## src/rtl/user_accel_ctrl.sv

```systemverilog
// OBI-attached control block for a single user accelerator.
//
// Register window: addr_i[11:0] only. All decoding is on the full low 12 bits, so
// misaligned offsets are treated as unmapped.
//
// Ports:
//   clk_i, rst_ni                        clock, async active-low reset
//   req_i/we_i/be_i/addr_i/wdata_i/aid_i OBI subordinate request
//   gnt_o/rvalid_o/rdata_o/rid_o/err_o   OBI subordinate response (gnt = req, 1-cycle rvalid)
//   accel_start_o                        one-cycle start pulse to the accelerator
//   accel_arg0_o/accel_arg1_o            argument registers, driven continuously
//   accel_done_i/accel_result_i          completion pulse and result from the accelerator
//   irq_o                                level interrupt on completion or timeout
module user_accel_ctrl #(
  parameter int unsigned IdWidth        = 1,
  parameter logic [31:0] DefaultTimeout = 32'h0000_FFFF
) (
  input  logic               clk_i,
  input  logic               rst_ni,
  // OBI request
  input  logic               req_i,
  input  logic               we_i,
  input  logic [3:0]         be_i,
  input  logic [31:0]        addr_i,
  input  logic [31:0]        wdata_i,
  input  logic [IdWidth-1:0] aid_i,
  // OBI response
  output logic               gnt_o,
  output logic               rvalid_o,
  output logic [31:0]        rdata_o,
  output logic [IdWidth-1:0] rid_o,
  output logic               err_o,
  // Accelerator
  output logic               accel_start_o,
  output logic [31:0]        accel_arg0_o,
  output logic [31:0]        accel_arg1_o,
  input  logic               accel_done_i,
  input  logic [31:0]        accel_result_i,
  // Interrupt
  output logic               irq_o
);

  localparam logic [11:0] OffCtrl    = 12'h000;
  localparam logic [11:0] OffStatus  = 12'h004;
  localparam logic [11:0] OffArg0    = 12'h008;
  localparam logic [11:0] OffArg1    = 12'h00C;
  localparam logic [11:0] OffResult  = 12'h010;
  localparam logic [11:0] OffTimeout = 12'h014;
  localparam logic [11:0] OffCycles  = 12'h018;

  typedef enum logic [1:0] {StIdle, StRun, StFinish} state_e;

  state_e state_q, state_d;

  logic [31:0] arg0_q, arg0_d;
  logic [31:0] arg1_q, arg1_d;
  logic [31:0] result_q, result_d;
  logic [31:0] timeout_q, timeout_d;
  logic [31:0] cycles_q, cycles_d;
  logic        irq_en_q, irq_en_d;
  logic        done_q, done_d;
  logic        tmo_q, tmo_d;
  logic        start_q, start_d;
  logic        irq_q;

  logic               rvalid_q;
  logic [31:0]        rdata_q;
  logic [IdWidth-1:0] rid_q;
  logic               err_q;

  logic [11:0] off;
  logic        busy;
  logic [31:0] bmask;
  logic [31:0] rsp_rdata;
  logic        rsp_err;
  logic        ctrl_we, arg0_we, arg1_we, timeout_we;
  logic        start_cmd, clear_cmd;
  logic [31:0] cycles_inc;

  // Upper address bits select the window externally and are intentionally unused here.
  logic unused_addr;
  assign unused_addr = ^addr_i[31:12];

  assign off   = addr_i[11:0];
  assign busy  = (state_q == StRun);
  assign bmask = {{8{be_i[3]}}, {8{be_i[2]}}, {8{be_i[1]}}, {8{be_i[0]}}};

  // Register read mux and error decode.
  always_comb begin
    rsp_rdata = '0;
    rsp_err   = 1'b0;
    case (off)
      OffCtrl:    rsp_rdata = {30'd0, irq_en_q, 1'b0};
      OffStatus: begin
        rsp_rdata = {29'd0, tmo_q, done_q, busy};
        rsp_err   = we_i;
      end
      OffArg0: begin
        rsp_rdata = arg0_q;
        rsp_err   = we_i & busy;
      end
      OffArg1: begin
        rsp_rdata = arg1_q;
        rsp_err   = we_i & busy;
      end
      OffResult: begin
        rsp_rdata = result_q;
        rsp_err   = we_i;
      end
      OffTimeout: begin
        rsp_rdata = timeout_q;
        rsp_err   = we_i & busy;
      end
      OffCycles: begin
        rsp_rdata = cycles_q;
        rsp_err   = we_i;
      end
      default:    rsp_err = 1'b1;
    endcase
    if (we_i || rsp_err) begin
      rsp_rdata = '0;
    end
  end

  // Write strobes; each already excludes every error case.
  assign ctrl_we    = req_i & we_i & (off == OffCtrl) & be_i[0];
  assign arg0_we    = req_i & we_i & (off == OffArg0) & ~busy;
  assign arg1_we    = req_i & we_i & (off == OffArg1) & ~busy;
  assign timeout_we = req_i & we_i & (off == OffTimeout) & ~busy;
  assign start_cmd  = ctrl_we & wdata_i[0];
  assign clear_cmd  = ctrl_we & wdata_i[2];

  assign arg0_d    = arg0_we ? ((arg0_q & ~bmask) | (wdata_i & bmask)) : arg0_q;
  assign arg1_d    = arg1_we ? ((arg1_q & ~bmask) | (wdata_i & bmask)) : arg1_q;
  assign timeout_d = timeout_we ? ((timeout_q & ~bmask) | (wdata_i & bmask)) : timeout_q;
  assign irq_en_d  = ctrl_we ? wdata_i[1] : irq_en_q;

  assign cycles_inc = cycles_q + 32'd1;

  // Run-control FSM next state. CLEAR is applied first so that a flag set by a
  // finishing run in the same cycle is not lost.
  always_comb begin
    state_d  = state_q;
    cycles_d = cycles_q;
    result_d = result_q;
    done_d   = done_q;
    tmo_d    = tmo_q;
    start_d  = 1'b0;

    if (clear_cmd) begin
      done_d = 1'b0;
      tmo_d  = 1'b0;
    end

    unique case (state_q)
      StIdle: begin
        if (start_cmd) begin
          state_d  = StRun;
          cycles_d = '0;
          done_d   = 1'b0;
          tmo_d    = 1'b0;
          start_d  = 1'b1;
        end
      end
      StRun: begin
        if (cycles_q != 32'hFFFF_FFFF) begin
          cycles_d = cycles_inc;
        end
        // Completion takes priority over a coincident timeout expiry.
        if (accel_done_i) begin
          state_d  = StFinish;
          result_d = accel_result_i;
          done_d   = 1'b1;
          tmo_d    = 1'b0;
        end else if ((timeout_q != '0) && (cycles_inc == timeout_q)) begin
          state_d = StFinish;
          tmo_d   = 1'b1;
        end
      end
      StFinish: state_d = StIdle;
      default:  state_d = StIdle;
    endcase
  end

  always_ff @(posedge clk_i or negedge rst_ni) begin
    if (!rst_ni) begin
      state_q   <= StIdle;
      arg0_q    <= '0;
      arg1_q    <= '0;
      result_q  <= '0;
      timeout_q <= DefaultTimeout;
      cycles_q  <= '0;
      irq_en_q  <= 1'b0;
      done_q    <= 1'b0;
      tmo_q     <= 1'b0;
      start_q   <= 1'b0;
      irq_q     <= 1'b0;
      rvalid_q  <= 1'b0;
      rdata_q   <= '0;
      rid_q     <= '0;
      err_q     <= 1'b0;
    end else begin
      state_q   <= state_d;
      arg0_q    <= arg0_d;
      arg1_q    <= arg1_d;
      result_q  <= result_d;
      timeout_q <= timeout_d;
      cycles_q  <= cycles_d;
      irq_en_q  <= irq_en_d;
      done_q    <= done_d;
      tmo_q     <= tmo_d;
      start_q   <= start_d;
      irq_q     <= irq_en_q & (done_q | tmo_q);
      rvalid_q  <= req_i;
      rdata_q   <= req_i ? rsp_rdata : '0;
      rid_q     <= req_i ? aid_i : '0;
      err_q     <= req_i & rsp_err;
    end
  end

  assign gnt_o         = req_i;
  assign rvalid_o      = rvalid_q;
  assign rdata_o       = rdata_q;
  assign rid_o         = rid_q;
  assign err_o         = err_q;
  assign accel_start_o = start_q;
  assign accel_arg0_o  = arg0_q;
  assign accel_arg1_o  = arg1_q;
  assign irq_o         = irq_q;

endmodule

```

## config.mk

```make
export PLATFORM = sky130hd
export DESIGN_NAME = user_accel_ctrl
export DESIGN_NICKNAME = d
export VERILOG_FILES = /design/src/rtl/user_accel_ctrl.sv
export SDC_FILE = /design/constraint.sdc
export NUM_CORES = 1
export LEC_CHECK = 0
export ABC_AREA = 1
export CAP_MARGIN = 0
export CORE_ASPECT_RATIO = 1.4
export CORE_MARGIN = 4
export CORE_UTILIZATION = 60
export CTS_CLUSTER_SIZE = 30
export DETAILED_ROUTE_END_ITERATION = 8
export DONT_BUFFER_PORTS = 1
export GPL_ROUTABILITY_DRIVEN = 0
export PLACE_DENSITY = 0.8
export REMOVE_ABC_BUFFERS = 1
export SYNTH_ARGS = -nofsm -noshare
export SYNTH_HDL_FRONTEND = slang
export SYNTH_SLANG_ARGS = --single-unit
```

## constraint.sdc

```tcl
create_clock -name clk_i -period 2.7 [get_ports clk_i]
set_clock_uncertainty 0.05 [all_clocks]
set_input_delay 0.405 -clock clk_i [delete_from_list [all_inputs] [get_ports clk_i]]
set_output_delay 0.405 -clock clk_i [all_outputs]
set_load 0.02 [all_outputs]
```

Word level (Yosys, flattened, before mapping). Cells that the tools add are included.

Register bits after elaboration: 202. Bits in latches: 0. Bits in writable memories: 0. ROM bits: 0. Input bits: 106. Output and inout port bits: 102. Word-level logic and storage cells: 86. Memories kept: 0.

Add/sub/neg operators: 1. Multipliers: 0. Div/mod/pow operators: 0. Order comparisons: 0. Eq/ne operators: 12. Shifts and indexed selects: 0. Mux-type cells: 23. Bitwise gates (word level): 24. Reductions and logical operators: 11.

Operator list (count): 32-bit case mux with 7 select lines (1); 32-bit bitwise AND (4); 32-bit 2-to-1 mux (4); 32-bit bitwise OR (3); 32-bit case mux with 2 select lines (1); 12-bit by 5-bit == test with 1-bit output (second input constant) (3); 32-bit by 1-bit adder with 32-bit output (second input constant) (1); 32-bit == test (1); 32-bit inequality test (second input constant) (1); 32-bit inverter (1); 32-bit nonzero test (1); 12-bit by 4-bit == test with 1-bit output (second input constant) (2); 1-bit bitwise AND (14); 12-bit by 3-bit == test with 1-bit output (second input constant) (1); 12-bit zero test (1); 1-bit 2-to-1 mux (10); 2-bit 2-to-1 mux (3); 3-bit OR reduction (2); 1-bit case mux with 2 select lines (2); 2-bit case mux with 2 select lines (1); 2-bit AND reduction (2); 3-bit by 2-bit inequality test with 1-bit output (second input constant) (1); 1-bit case mux with 3 select lines (1); 3-bit AND reduction (1); 9 further kinds (9).

Depth between registers and ports, before layout.
Word-level depth: 8. Gate-level depth with buffers: 16. Gate-level depth less buffers: 16.

Worst setup path before layout. No wires, ideal clock.

Path type: reg2reg. Start: register cycles_q[0]. End: register state_q[0]. Library setup time: 0.121 ns. Arrival: 1.870 ns. Required time: 2.529 ns. Setup slack: 0.660 ns. Stages on the path, launching flop included: 17. Path buffers: 0. Clock period less this slack: 2.040 ns. Path through: dfrtp_1 ha_1 nand2_1 nor2_4 nand2_2 nor2_4 nand2_1 nand2_1 nand2_1 nand2_1 nand2_1 nor2_1 nand2_1 nor2_1 nand3_1 nand2_1 nand2_1.

Longest elaborated chain between the ends: 5.

Ends and longest elaborated chain: from (decl) (line 59) `logic [31:0] cycles_q, cycles_d;`; from (signal assigned) (line 208) `cycles_q <= cycles_d;`; 32-bit by 1-bit adder with 32-bit output (line 138) `assign cycles_inc = cycles_q + 32'd1;`; 32-bit == test (line 175) `end else if ((timeout_q != '0) && (cycles_inc == timeout_q)) begin`; 1-bit logical AND (line 175); 3-bit by 2-bit inequality test with 1-bit output (no source line); 2-bit AND reduction (no source line); to (signal assigned) (line 187) `state_q <= StIdle;`; to (signal assigned) (line 203) `state_q <= state_d;`; to (decl) (line 53) `state_e state_q, state_d;`.

Every way passes these cells. A chain may end at the register's enable or synchronous reset.

Worst setup path in the final report.
Start: register cycles_q[3]. End: register state_q[0].

The elaborated chain is that of the path after synthesis.

==> qor.log <==
qor: run_status.status complete, but fails checks
qor: synthesis.number_of_synthesized_register_bits 202
qor: detailed_routing.drc_errors 0
qor: final_layout.final_util 67.0%
qor: synthesis.post_synth.cell_area_avg 8.03 um^2
qor: timing.worst-slew-pin-transition 0.595 ns
qor: clocking.path_clk_slew 0.06 ns
qor: final_layout.multiInputGateArea 4480 um^2
qor: pwr.vdd.ir_drop.worst 513 uV
qor: worst_setup_path.worst-endpoint-required 3.03 ns
qor: pwr.power.leakage 5.52 nW
qor: clocking.cts-root-to-sink-buffers 3
qor: global_route.maximum_number_of_pins_on_one_net_before_global_route_repair 203
qor: global_route.wire_length_of_the_first_global_routing_pass 46400 um
qor: final_layout.diodes 0
qor: timing.fin_worst_hold_slack -0.440 ns
qor: timing.layout_setup_ws 0.167 ns
qor: final_layout.area_growth_syn_to_layout 9.80%
qor: clocking.cts-root-buf clkbuf_16
qor: final_layout.nets 1390
qor: floorplanning.core_area 16700 um^2
qor: detailed_routing.viasPerCell 6.16
qor: clocking.postCtsSetupRepairBufs 0
qor: timing.finalHoldViolations 202
qor: job.cap_viol_max_count 0
qor: detailed_routing.drt_pre_antenna_iters 6
qor: worst_setup_path.r2r-start cycles_q[3]
qor: detailed_routing.num_vias 9221
qor: timing.slew_headroom 60.2%
qor: global_route.first_global_vias 9233
qor: worst_setup_path.worstSetupEndpointType flop
qor: floorplanning.die_width 118 um
qor: run_status.failed_checks hold timing
qor: timing.timing_max_transition_violations_final 0
qor: clocking.clk_latency 0.50 ns
qor: worst_setup_path.cp_top_family simple AND/OR/NAND/NOR gates
qor: timing.finalSetupTns 0 ns
qor: detailed_routing.first_iter_violations 926
qor: floorplanning.floorplan.io_pins 208
qor: worst_setup_path.critical_path_peak_fanout 8
qor: timing.max_freq 395 MHz
qor: worst_setup_path.critPathMostFrequentCell nand2_1
qor: synthesis.synth_seq_area_share 49.7%
qor: synthesis.synth-warning-count 0
qor: timing.rsz_0062_raised_after_global_routing no
qor: timing.post-route-min-period 2.53 ns
qor: clocking.clock-sinks 202
qor: pwr.design_power_total 5.80 mW
qor: global_route.antenna_found_initial 0
qor: synthesis.number_of_distinct_library_cell_variants_in_the_gate_level_netlist_after_synthesis 38
qor: worst_setup_path.worstPathCellList nand2_1, nor2_2, nand3_1, inv_1, nand3_1, nand3b_1, nand2_1, nor2_1, nand2_1, nor2_1, nand3_1, nand2_1, nand2_1
qor: final_layout.drive_above_1_share 9.27%
qor: floorplanning.floorplan.initialDensity 61.0%
qor: detailed_routing.avgRoutedWirePerCell 19.4 um
qor: min_path.worstHoldPathType in -> async
qor: worst_setup_path.critical_path_class reg -> reg
qor: worst_setup_path.cp_slowest_cell dfrtp_1
qor: place.port-buffer-count 0
qor: synthesis.post_synth_instance_area 10200 um^2
qor: pwr.power.density 517 nW/um^2
qor: detailed_routing.drt_wl_total 29000 um
qor: floorplanning.fp.dieArea 19200 um^2
qor: floorplanning.rows 56
qor: clocking.cts_tree done
qor: final_layout.seqCellArea 5080 um^2
qor: worst_setup_path.worstSetupStartpointType flop
qor: worst_setup_path.worstSetupStartpoint cycles_q[3]
qor: worst_setup_path.worst-path-buf-inv 1
qor: worst_setup_path.biggest_cell_delay_along_the_critical_path 0.40 ns
qor: timing.finalSetupViolCount 0
qor: clocking.cts_inserted_buffers 20
qor: final_layout.fill_cells 1394
qor: detailed_routing.antenna_left 0
qor: floorplanning.die_height 162 um
qor: global_route.gr-total-overflow 0
qor: place.place_hpwl 20600 um
qor: clocking.h-tree-depth 1
qor: worst_setup_path.worst_ep_arrival_time 2.86 ns
qor: place.dpl_worst_slack 0.0364 ns
qor: synthesis.cell_count_after_synthesis 1273
qor: global_route.global_route.usage.total 29.9%
qor: timing.finalCritPeriodShare 93.8%
area by class of cell:
type / instances / share of cell area [%]
multi-input combinational: 898 / 39.9
tap: 203 / 2.26
clock buffer: 32 / 5.32
sequential: 202 / 45.2
inverter: 123 / 4.12
clock inverter: 2 / 0.112
timing repair buffer: 38 / 3.03
cell families after synthesis:
kind of cell,count (synthesis),share of synthesized area (%)
AOI/OAI and AO/OA,240,12.7
and+or+nand+nor,618,26.6
muxes,32,3.53
adders and majority gates,1,0.122
buffers and inverters,173,6.67
xor gates and xnor gates,7,0.735
DFF,202,49.7
synthesized netlist by cell type, drive strengths merged:
library cell / n / area (um^2)
a31oi: 29 / 181
o22ai: 26 / 163
inv: 123 / 462
clkbuf: 38 / 143
nand2: 353 / 1330
dfstp: 16 / 420
a22o: 1 / 8.76
ha: 1 / 12.5
buf: 12 / 77.6
nor3b: 2 / 25.0
nand3: 109 / 546
o31ai: 3 / 22.5
o211ai: 1 / 7.51
nor2: 98 / 413
nand3b: 10 / 75.1
nor4: 1 / 21.3
mux2: 32 / 360
a32o: 2 / 20.0
xnor2: 1 / 8.76
dfrtp: 186 / 4650
a21oi: 35 / 175
nor3: 4 / 47.5
xor2: 5 / 43.8
o21ai: 143 / 719
xnor3: 1 / 22.5
nand4: 38 / 238
and2: 3 / 18.8
power by group:
| group | internal, mW | switching (mW) |
|---|---|---|
| clock network | 1.51 | 1.14 |
| registers | 3.03 | 0.00991 |
| logic | 0.0390 | 0.0700 |
| total | 4.58 | 1.22 |
per-stage QoR:
stage               cell area [um^2]  instances
detailed placement             10400       1447
finish                         11200       1498
CTS                            11200       1495
global placement               10400       1447
floorplan                      10000       1223
global route                   11200       1498
path summary, 6_finish.rpt:
check,end,slack (ns),depth (start not counted)
max,state_q[0],0.17,13
min,asynchronous set/reset pin,-0.44,0
max reg2reg,state_q[0],0.17,13
min reg2reg,flop,0.45,2
max in group asynchronous,asynchronous set/reset pin,2.67,0
min in group clk_i,result_q[9],0.01,1
repair_timing:
action / in CTS / in global routing
setup endpoints to repair: 0 / 3
hold endpoints to repair: 217 / 205
gates resized for setup: 0 / 4
hold buffers: 14 / 3
routing by layer:
metal  vias up  global-route usage (%)  share of wire (%)
met4         0                    16.0                5.4
met2       463                    52.7                 51
met1      4370                    34.5                 36
li1       4263                       -                  -
met3       125                    5.56                7.8
met5         -                       0                  0
placed cells by master, fill, tap and decap left out, drive strengths merged:
cell type,count
nor4,1
buf,21
nor3b,2
mux2,32
o31ai,3
and2,3
dlygate4sd3,17
o22ai,26
a31oi,29
nand3,109
xnor3,1
nor2,98
inv,123
nand4,38
dfrtp,186
o211ai,1
dfstp,16
clkinvlp,1
clkinv,1
ha,1
nand3b,10
a22o,1
nor3,4
a21oi,35
nand2,353
a32o,2
o21ai,143
xnor2,1
clkbuf,32
xor2,5
(Power assumes the default switching activity.)
